==> config.mk <==
export PLATFORM = sky130hd
export DESIGN_NAME = seg_data_mux
export DESIGN_NICKNAME = d
export VERILOG_FILES = /design/src/rtl/seg_data_mux.sv
export SDC_FILE = /design/constraint.sdc
export NUM_CORES = 1
export LEC_CHECK = 0
export BUFFER_PORTS_ARGS = -buffer_cell sky130_fd_sc_hd__buf_2
export CAP_MARGIN = 25
export CORE_AREA = 4 4 65 73
export DETAILED_ROUTE_END_ITERATION = 10
export DIE_AREA = 0 0 69 77
export HOLD_SLACK_MARGIN = 0.06
export PLACE_DENSITY = 0.83
export RECOVER_POWER = 50
export SLEW_MARGIN = 15
export SYNTH_ARGS = -nofsm -noshare
export SYNTH_HDL_FRONTEND = slang
export SYNTH_SLANG_ARGS = --single-unit
==> constraint.sdc <==
create_clock -name i_clk -period 5.3 [get_ports i_clk]
set_clock_uncertainty 0.15 [all_clocks]
set_input_delay 0.265 -clock i_clk [delete_from_list [all_inputs] [get_ports i_clk]]
set_output_delay 0.265 -clock i_clk [all_outputs]
set_load 0.1 [all_outputs]
==> src/rtl/seg_data_mux.sv <==
// Segment data path for a 4-digit 7-segment display: takes a handshaked hex value,
// commits it at scan-frame boundaries, and drives decoded, blanked and blinking segments.
module seg_data_mux #(
  parameter int BLANK_CYCLES   = 2,
  parameter int BLINK_FRAMES   = 64,
  parameter bit SEG_ACTIVE_LOW = 1'b1
) (
  input  logic        i_clk,
  input  logic        i_rst,
  input  logic [1:0]  i_ctrl,
  input  logic [15:0] i_value,
  input  logic        i_valid,
  output logic        o_ready,
  input  logic [3:0]  i_dp,
  input  logic [3:0]  i_blink,
  input  logic        i_lz_en,
  output logic [6:0]  o_seg,
  output logic        o_dp
);

  localparam int BW = (BLANK_CYCLES > 0) ? $clog2(BLANK_CYCLES + 1) : 1;
  localparam int FW = (BLINK_FRAMES > 1) ? $clog2(BLINK_FRAMES) : 1;
  localparam logic [BW-1:0] BLANK_LOAD = BW'(BLANK_CYCLES);
  localparam logic [FW-1:0] FRAME_LAST = FW'(BLINK_FRAMES - 1);
  localparam logic [6:0]    SEG_OFF    = SEG_ACTIVE_LOW ? 7'h7F : 7'h00;

  logic [1:0]    ctrl_q;
  logic [BW-1:0] blank_cnt;
  logic [FW-1:0] frame_cnt;
  logic          blink_phase;
  logic [15:0]   pending;
  logic          pending_full;
  logic [15:0]   display;

  logic          digit_change;
  logic          boundary;
  logic          transfer;
  logic          pending_full_next;
  logic [3:0]    nibble;
  logic          lead_zero;
  logic [6:0]    seg_lit;
  logic          dp_lit;

  function automatic logic [6:0] hex7(input logic [3:0] n);
    case (n)
      4'h0: hex7 = 7'h3F;  4'h1: hex7 = 7'h06;  4'h2: hex7 = 7'h5B;  4'h3: hex7 = 7'h4F;
      4'h4: hex7 = 7'h66;  4'h5: hex7 = 7'h6D;  4'h6: hex7 = 7'h7D;  4'h7: hex7 = 7'h07;
      4'h8: hex7 = 7'h7F;  4'h9: hex7 = 7'h6F;  4'hA: hex7 = 7'h77;  4'hB: hex7 = 7'h7C;
      4'hC: hex7 = 7'h39;  4'hD: hex7 = 7'h5E;  4'hE: hex7 = 7'h79;  default: hex7 = 7'h71;
    endcase
  endfunction

  assign digit_change = (i_ctrl != ctrl_q);
  assign boundary     = (i_ctrl == 2'd0) && (ctrl_q == 2'd3);
  assign transfer     = i_valid && o_ready;

  // o_ready tracks the next pending state so it drops right after the transfer edge.
  always_comb begin
    pending_full_next = pending_full;
    if (boundary && pending_full) pending_full_next = 1'b0;
    else if (transfer)            pending_full_next = 1'b1;
  end

  // NOTE: every always_comb output gets a default first so no path can infer a latch.
  always_comb begin
    nibble    = display[{ctrl_q, 2'b00} +: 4];
    lead_zero = 1'b0;
    case (ctrl_q)
      2'd1:    lead_zero = (display[15:4]  == 12'h000);
      2'd2:    lead_zero = (display[15:8]  == 8'h00);
      2'd3:    lead_zero = (display[15:12] == 4'h0);
      default: lead_zero = 1'b0;
    endcase

    seg_lit = hex7(nibble);
    dp_lit  = i_dp[ctrl_q];
    if (i_lz_en && lead_zero) seg_lit = 7'h00;
    if (blink_phase && i_blink[ctrl_q]) begin
      seg_lit = 7'h00;
      dp_lit  = 1'b0;
    end
    if (blank_cnt != '0) begin
      seg_lit = 7'h00;
      dp_lit  = 1'b0;
    end
  end

  // NOTE: sequential state uses non-blocking assignments so every register samples pre-edge values.
  always_ff @(posedge i_clk) begin
    if (i_rst) begin
      ctrl_q       <= 2'd0;
      blank_cnt    <= '0;
      frame_cnt    <= '0;
      blink_phase  <= 1'b0;
      pending      <= 16'h0000;
      pending_full <= 1'b0;
      display      <= 16'h0000;
      o_ready      <= 1'b0;
      o_seg        <= SEG_OFF;
      o_dp         <= SEG_ACTIVE_LOW;
    end else begin
      if (digit_change) begin
        ctrl_q    <= i_ctrl;
        blank_cnt <= BLANK_LOAD;
      end else if (blank_cnt != '0) begin
        blank_cnt <= blank_cnt - 1'b1;
      end

      if (boundary) begin
        if (frame_cnt == FRAME_LAST) begin
          frame_cnt   <= '0;
          blink_phase <= ~blink_phase;
        end else begin
          frame_cnt <= frame_cnt + 1'b1;
        end
        if (pending_full) display <= pending;
      end

      if (transfer) pending <= i_value;
      pending_full <= pending_full_next;
      o_ready      <= ~pending_full_next;

      o_seg <= SEG_ACTIVE_LOW ? ~seg_lit : seg_lit;
      o_dp  <= SEG_ACTIVE_LOW ? ~dp_lit  : dp_lit;
    end
  end

endmodule

* After elaboration in Yosys (flattened, before gate mapping) *
Memories as Yosys holds them, arrays and structs flattened.
Cells that the tools add are included.

word-level totals
  register bits after elaboration = 53
  ROM bits = 112
  bits of input ports = 30
  output and inout bits = 9
  logic and storage cells = 54
  memories = 1

cells by class
  add/sub/neg operators = 2
  magnitude comparators = 1
  equal/unequal tests = 5
  shift operators = 1
  muxes and demuxes = 15
  bitwise gates (word level) = 4
  reduce and logical (&&, ||, !) cells = 14

memories
  name              depth  bits a word  read ports  clocked after Yosys merged registers in  write ports  RTL line  RTL
  (name not given)  16     7            1           0                                        0            45        case (n)

operator list
  cell                                                         count
  2-to-1 mux 7 bit                                             3
  variable part select 16 x 5 -> 4 bit                         1
  logical NOT 12 bit                                           1
  logical NOT 8 bit                                            1
  NOT 7 bit                                                    1
  adder 6 x 1 -> 6 bit (second input constant)                 1
  == test 6 bit (second input constant)                        1
  2-to-1 mux 1 bit                                             6
  2-to-1 mux 6 bit                                             1
  logical AND 1 bit                                            5
  binary-select mux 1 bit (select 2 bit)                       2
  == test 2 bit (second input constant)                        2
  logical NOT 4 bit                                            1
  2-to-1 mux 2 bit                                             2
  AND reduction 2 bit                                          2
  nonzero test 2 bit                                           2
  less-than comparator 2 x 3 -> 1 bit (second input constant)  1
  NOT 1 bit                                                    3
  one-hot mux 1 bit (3 select lines)                           1
  == test 2 x 1 -> 1 bit (second input constant)               1
  logical NOT 2 bit                                            1
  != test 2 bit                                                1
  OR reduction 2 bit                                           1
  subtractor 2 x 1 -> 2 bit (second input constant)            1

* Longest topological paths before layout *
  word-level depth = 7
  depth in mapped cells = 8
  gate-level depth less buffers = 6

* Worst setup path after synthesis *
Ideal clock, no wire load.

  path kind = reg2reg
  from = reg ctrl_q[0]
  to = reg o_seg[0]
  library setup time = 0.087 ns
  arrival = 1.997 ns
  required time = 5.063 ns
  path slack = 3.066 ns
  stages on the path, launching flop included = 8
  cells stage by stage = dfxtp_1 -> buf_2 -> mux4_2 -> inv_1 -> ha_1 -> mux2_2 -> o32ai_1 -> o31ai_1

on the way
  longest elaborated chain between the ends = 7
  elaborated cells on any way between the ends = 14

RTL lines
  what                                                                              RTL line  RTL
  start: declaration                                                                27        logic [1:0] ctrl_q;
  start signal: assignment                                                          103       ctrl_q <= i_ctrl;
  parallel branches: the longest is 4 deep, another holds memory read (16 x 7 bit)  n/a
  2-to-1 mux 7 bit *                                                                78        if (blink_phase && i_blink[ctrl_q]) begin
  2-to-1 mux 7 bit *                                                                82        if (blank_cnt != '0) begin
  NOT 7 bit *                                                                       123       o_seg <= SEG_ACTIVE_LOW ? ~seg_lit : seg_lit;
  end signal: assignment                                                            123
  end: declaration                                                                  17        output logic [6:0] o_seg,

Every way passes the cells marked *. The select of a mux whose other input is x is not followed.
A chain may end at the register's enable or synchronous reset.

* Final worst setup path *
  from = reg ctrl_q[1]
  to = reg display[2]

on the way
  longest elaborated chain between the ends = 3

RTL lines
  what                                  RTL line  RTL
  == test 2 bit                         54        assign boundary = (i_ctrl == 2'd0) && (ctrl_q == 2'd3);
  logical AND 1 bit                     54
  AND reduction 2 bit (no source line)  n/a
  end signal: assignment                116       if (pending_full) display <= pending;
  end: declaration                      33        logic [15:0] display;

Every way passes these cells.

==> impl_metrics.py <==
metrics = {
    "placed_design": {
        "place.gp.congestion": 0.760,
        "io_buffer_count": 38,
        "post_dp_cell_area_um2": 2550,
        "dp_hpwl_um": 3290,
        "dp_cells": 345,
    },
    "timing": {
        "fin_hold_ws_ps": 68.7,
        "rsz0062_at_grt": "no",
        "slew_violations": 45,
        "fin_setup_tns_ps": 0,
        "min_period_ps": 2610,
        "hold_viol": 0,
        "worst_pin_slew_ps": 1840,
        "max_freq_mhz": 384,
        "fin_crit_sh": 0.492,
        "maxSlewHeadroom": -0.229,
        "finalSetupViolations": 0,
    },
    "clock_tree": {
        "cts_root_buffer": "clkbuf_8",
        "clockBufferDepth": 2,
        "clock-sinks": 53,
        "tritoncts": "yes",
        "postCtsSetupRepairBufs": 0,
        "numCtsBuffers": 5,
        "clk_pin_slew_ps": 90,
        "cts_htree_levels": 2,
        "clk_latency_ps": 300,
    },
    "status": {
        "outcome": "finished with violations",
        "violations": "capacitance limit, slew limit",
    },
    "logic_synthesis": {
        "synth.lib_cells_used.distinct": 35,
        "syn-cell-area_um2": 2360,
        "synthMuxAreaShare": 0.0921,
        "synth_simple_gate_area_frac": 0.212,
        "ys_seq_elements": 53,
        "avgSynthCellArea_um2": 8.72,
        "synth_top_family_by_area": "simple AND/OR/NAND/NOR gates",
        "synth_fp_nets": 308,
        "synth_fa_ha_area_frac": 0.0371,
        "synth_xor_area_frac": 0.0371,
        "ys_seq_area_frac": 0.449,
        "yosysWarnings": 0,
        "synth-compound-area-share": 0.134,
        "syn_inst": 271,
    },
    "worst_setup_path": {
        "crit_fanout": 17,
        "worstPathCellList": "nor4bb_1 -> clkbuf_1 -> and2_1 -> nand2_1 -> a21oi_1",
        "r2r_setup_slack_ps": 2690,
        "cp-end-kind": "register",
        "crit_type": "register to register",
        "worst_setup_path_start_kind": "register",
        "critPathMaxStageDelay_ps": 750,
        "crit_arrival_ps": 2660,
        "cp.required_ps": 5360,
        "crit_slowest_cell": "dfxtp_1",
    },
    "power_and_ir_drop": {
        "irDropWorstVdd_v": 0.000258,
        "p_leak_uw": 0.00101,
        "pwr_density_cell_nw_per_um2": 265,
    },
    "floorplan": {
        "core_um2": 3960,
        "fp.dieW_um": 69,
        "die_h_um": 77,
        "ios": 39,
        "std_cell_rows": 24,
        "die_area_um2": 5310,
        "start_util": 0.596,
    },
    "final_layout": {
        "antenna_cells": 0,
        "final_common_cell": "nand2_1",
        "fin_area_um2": 2770,
        "layout_common_cells": "nand2_1 (78), dfxtp_1 (53), a21oi_1 (36)",
        "syn_to_final_growth_pct": 17.0,
        "fill_cells": 340,
        "stdcell_count": 368,
        "final_nets": 352,
        "drive_gt1_frac": 0.139,
    },
    "routing": {
        "avgRoutedWirePerCell_um": 12.8,
        "vias": 1935,
        "drtIter0Drc": 89,
        "ant_nets": 0,
        "drc": 0,
        "dr.pass1.iters": 4,
        "routed_via_density": 5.26,
        "drt_wl_total_um": 4700,
    },
    "grt": {
        "grt_first_pass_wirelength_um": 8170,
        "grt_pass1_vias": 1824,
        "grtUsageTotal": 0.187,
        "grt_max_degree": 45,
        "grt_overflow_total": 0,
        "antenna_found_initial": 0,
    },
    "worst_hold_path": {
        "hold_class": "input pin to register",
    },
    "job": {
        "maxCapViolations": 1,
    },
}
==> layout make-up <==
cell class	instances	area, µm²	share of cell area
Multi-Input combinational cell	196	1210	0.437
Sequential cell	53	1060	0.384
Timing Repair Buffer	54	332	0.120
Clock buffer	8	80.1	0.0289
Tap cell	52	65.1	0.0235
Inverter	5	18.8	0.00678
==> critical path: cells and delay by family (launching register included) <==
| family | cells | cell delay (ps) |
|---|---|---|
| AND/OR/NAND/NOR | 3 | 1100 |
| flip-flops | 1 | 750 |
| buffers and inverters | 1 | 360 |
| AO/OA/AOI/OAI | 1 | 150 |
==> metal layers <==
layer,share of wire,up-vias,global-route usage
li1,-,1007,-
met1,0.42,884,0.222
met2,0.51,38,0.326
met3,0.046,6,0.0405
met4,0.016,0,0.0703
met5,0,-,0
==> cell usage after synthesis <==
| cell type | count | area share |
|---|---|---|
| a2111oi_4 | 1 | 0.012 |
| a21oi_1 | 36 | 0.076 |
| a31oi_1 | 2 | 0.0053 |
| and2_1 | 3 | 0.0079 |
| and3_1 | 4 | 0.011 |
| and3b_1 | 1 | 0.0037 |
| and4_1 | 1 | 0.0037 |
| buf_1 | 2 | 0.0032 |
| buf_2 | 5 | 0.011 |
| buf_4 | 1 | 0.0032 |
| clkbuf_1 | 9 | 0.014 |
| dfxtp_1 | 53 | 0.45 |
| ha_1 | 7 | 0.037 |
| inv_1 | 5 | 0.0079 |
| mux2_2 | 2 | 0.0095 |
| mux2i_1 | 6 | 0.025 |
| mux4_2 | 6 | 0.057 |
| nand2_1 | 78 | 0.12 |
| nand2b_1 | 2 | 0.0053 |
| nand3_1 | 4 | 0.0085 |
| nand4_1 | 1 | 0.0026 |
| nor2_1 | 12 | 0.019 |
| nor2b_1 | 2 | 0.0053 |
| nor3b_1 | 2 | 0.0064 |
| nor4_1 | 3 | 0.0079 |
| nor4bb_1 | 1 | 0.0042 |
| o211ai_1 | 4 | 0.013 |
| o21bai_1 | 2 | 0.0064 |
| o311ai_1 | 1 | 0.0037 |
| o31a_4 | 1 | 0.0074 |
| o31ai_1 | 1 | 0.0032 |
| o32ai_1 | 2 | 0.0074 |
| or2_2 | 1 | 0.0026 |
| xnor2_1 | 4 | 0.015 |
| xor2_1 | 6 | 0.022 |
==> state kept, by name, summed over array words and instances (netlist names), 2 cells and up <==
register / cells
display: 16
pending: 16
o_seg: 7
frame_cnt: 6
blank_cnt: 2
ctrl_q: 2
==> power breakdown <==
part           leakage (µW)  total (µW)  switching (µW)  internal (µW)
combinational      0.000541        98.1            65.6           32.5
clock             0.0000395         215             121           94.1
sequential         0.000432         422            10.1            411
==> stage by stage <==
step	setup slack, ps	util	total power, µW
global route	2390	0.698	765
detailed placement	2760	0.644	522
floorplan	3070	-	501
CTS	2740	0.702	742
global placement	2880	0.644	520
finish	2690	0.698	734
==> what timing repair did <==
action,in CTS,in global routing
hold endpoints to repair,15,0
hold buffers,15,0
resized for setup,0,0
==> kinds of logic after synthesis <==
| family | count (synthesis) |
|---|---|
| mux | 14 |
| compound gates | 50 |
| buf+inv | 22 |
| simple gates | 115 |
| xor+xnor | 10 |
| fa+ha+maj | 7 |
| flops | 53 |
==> path summary, 6_finish.rpt <==
path	startpoint	to	cells past startpoint
max	ctrl_q[1]	display[2]	5
min	i_ctrl[0]	ctrl_q[0]	2
max reg2reg	ctrl_q[1]	display[2]	5
min reg2reg	pending[15]	display[15]	2
(Power assumes the default switching activity.)
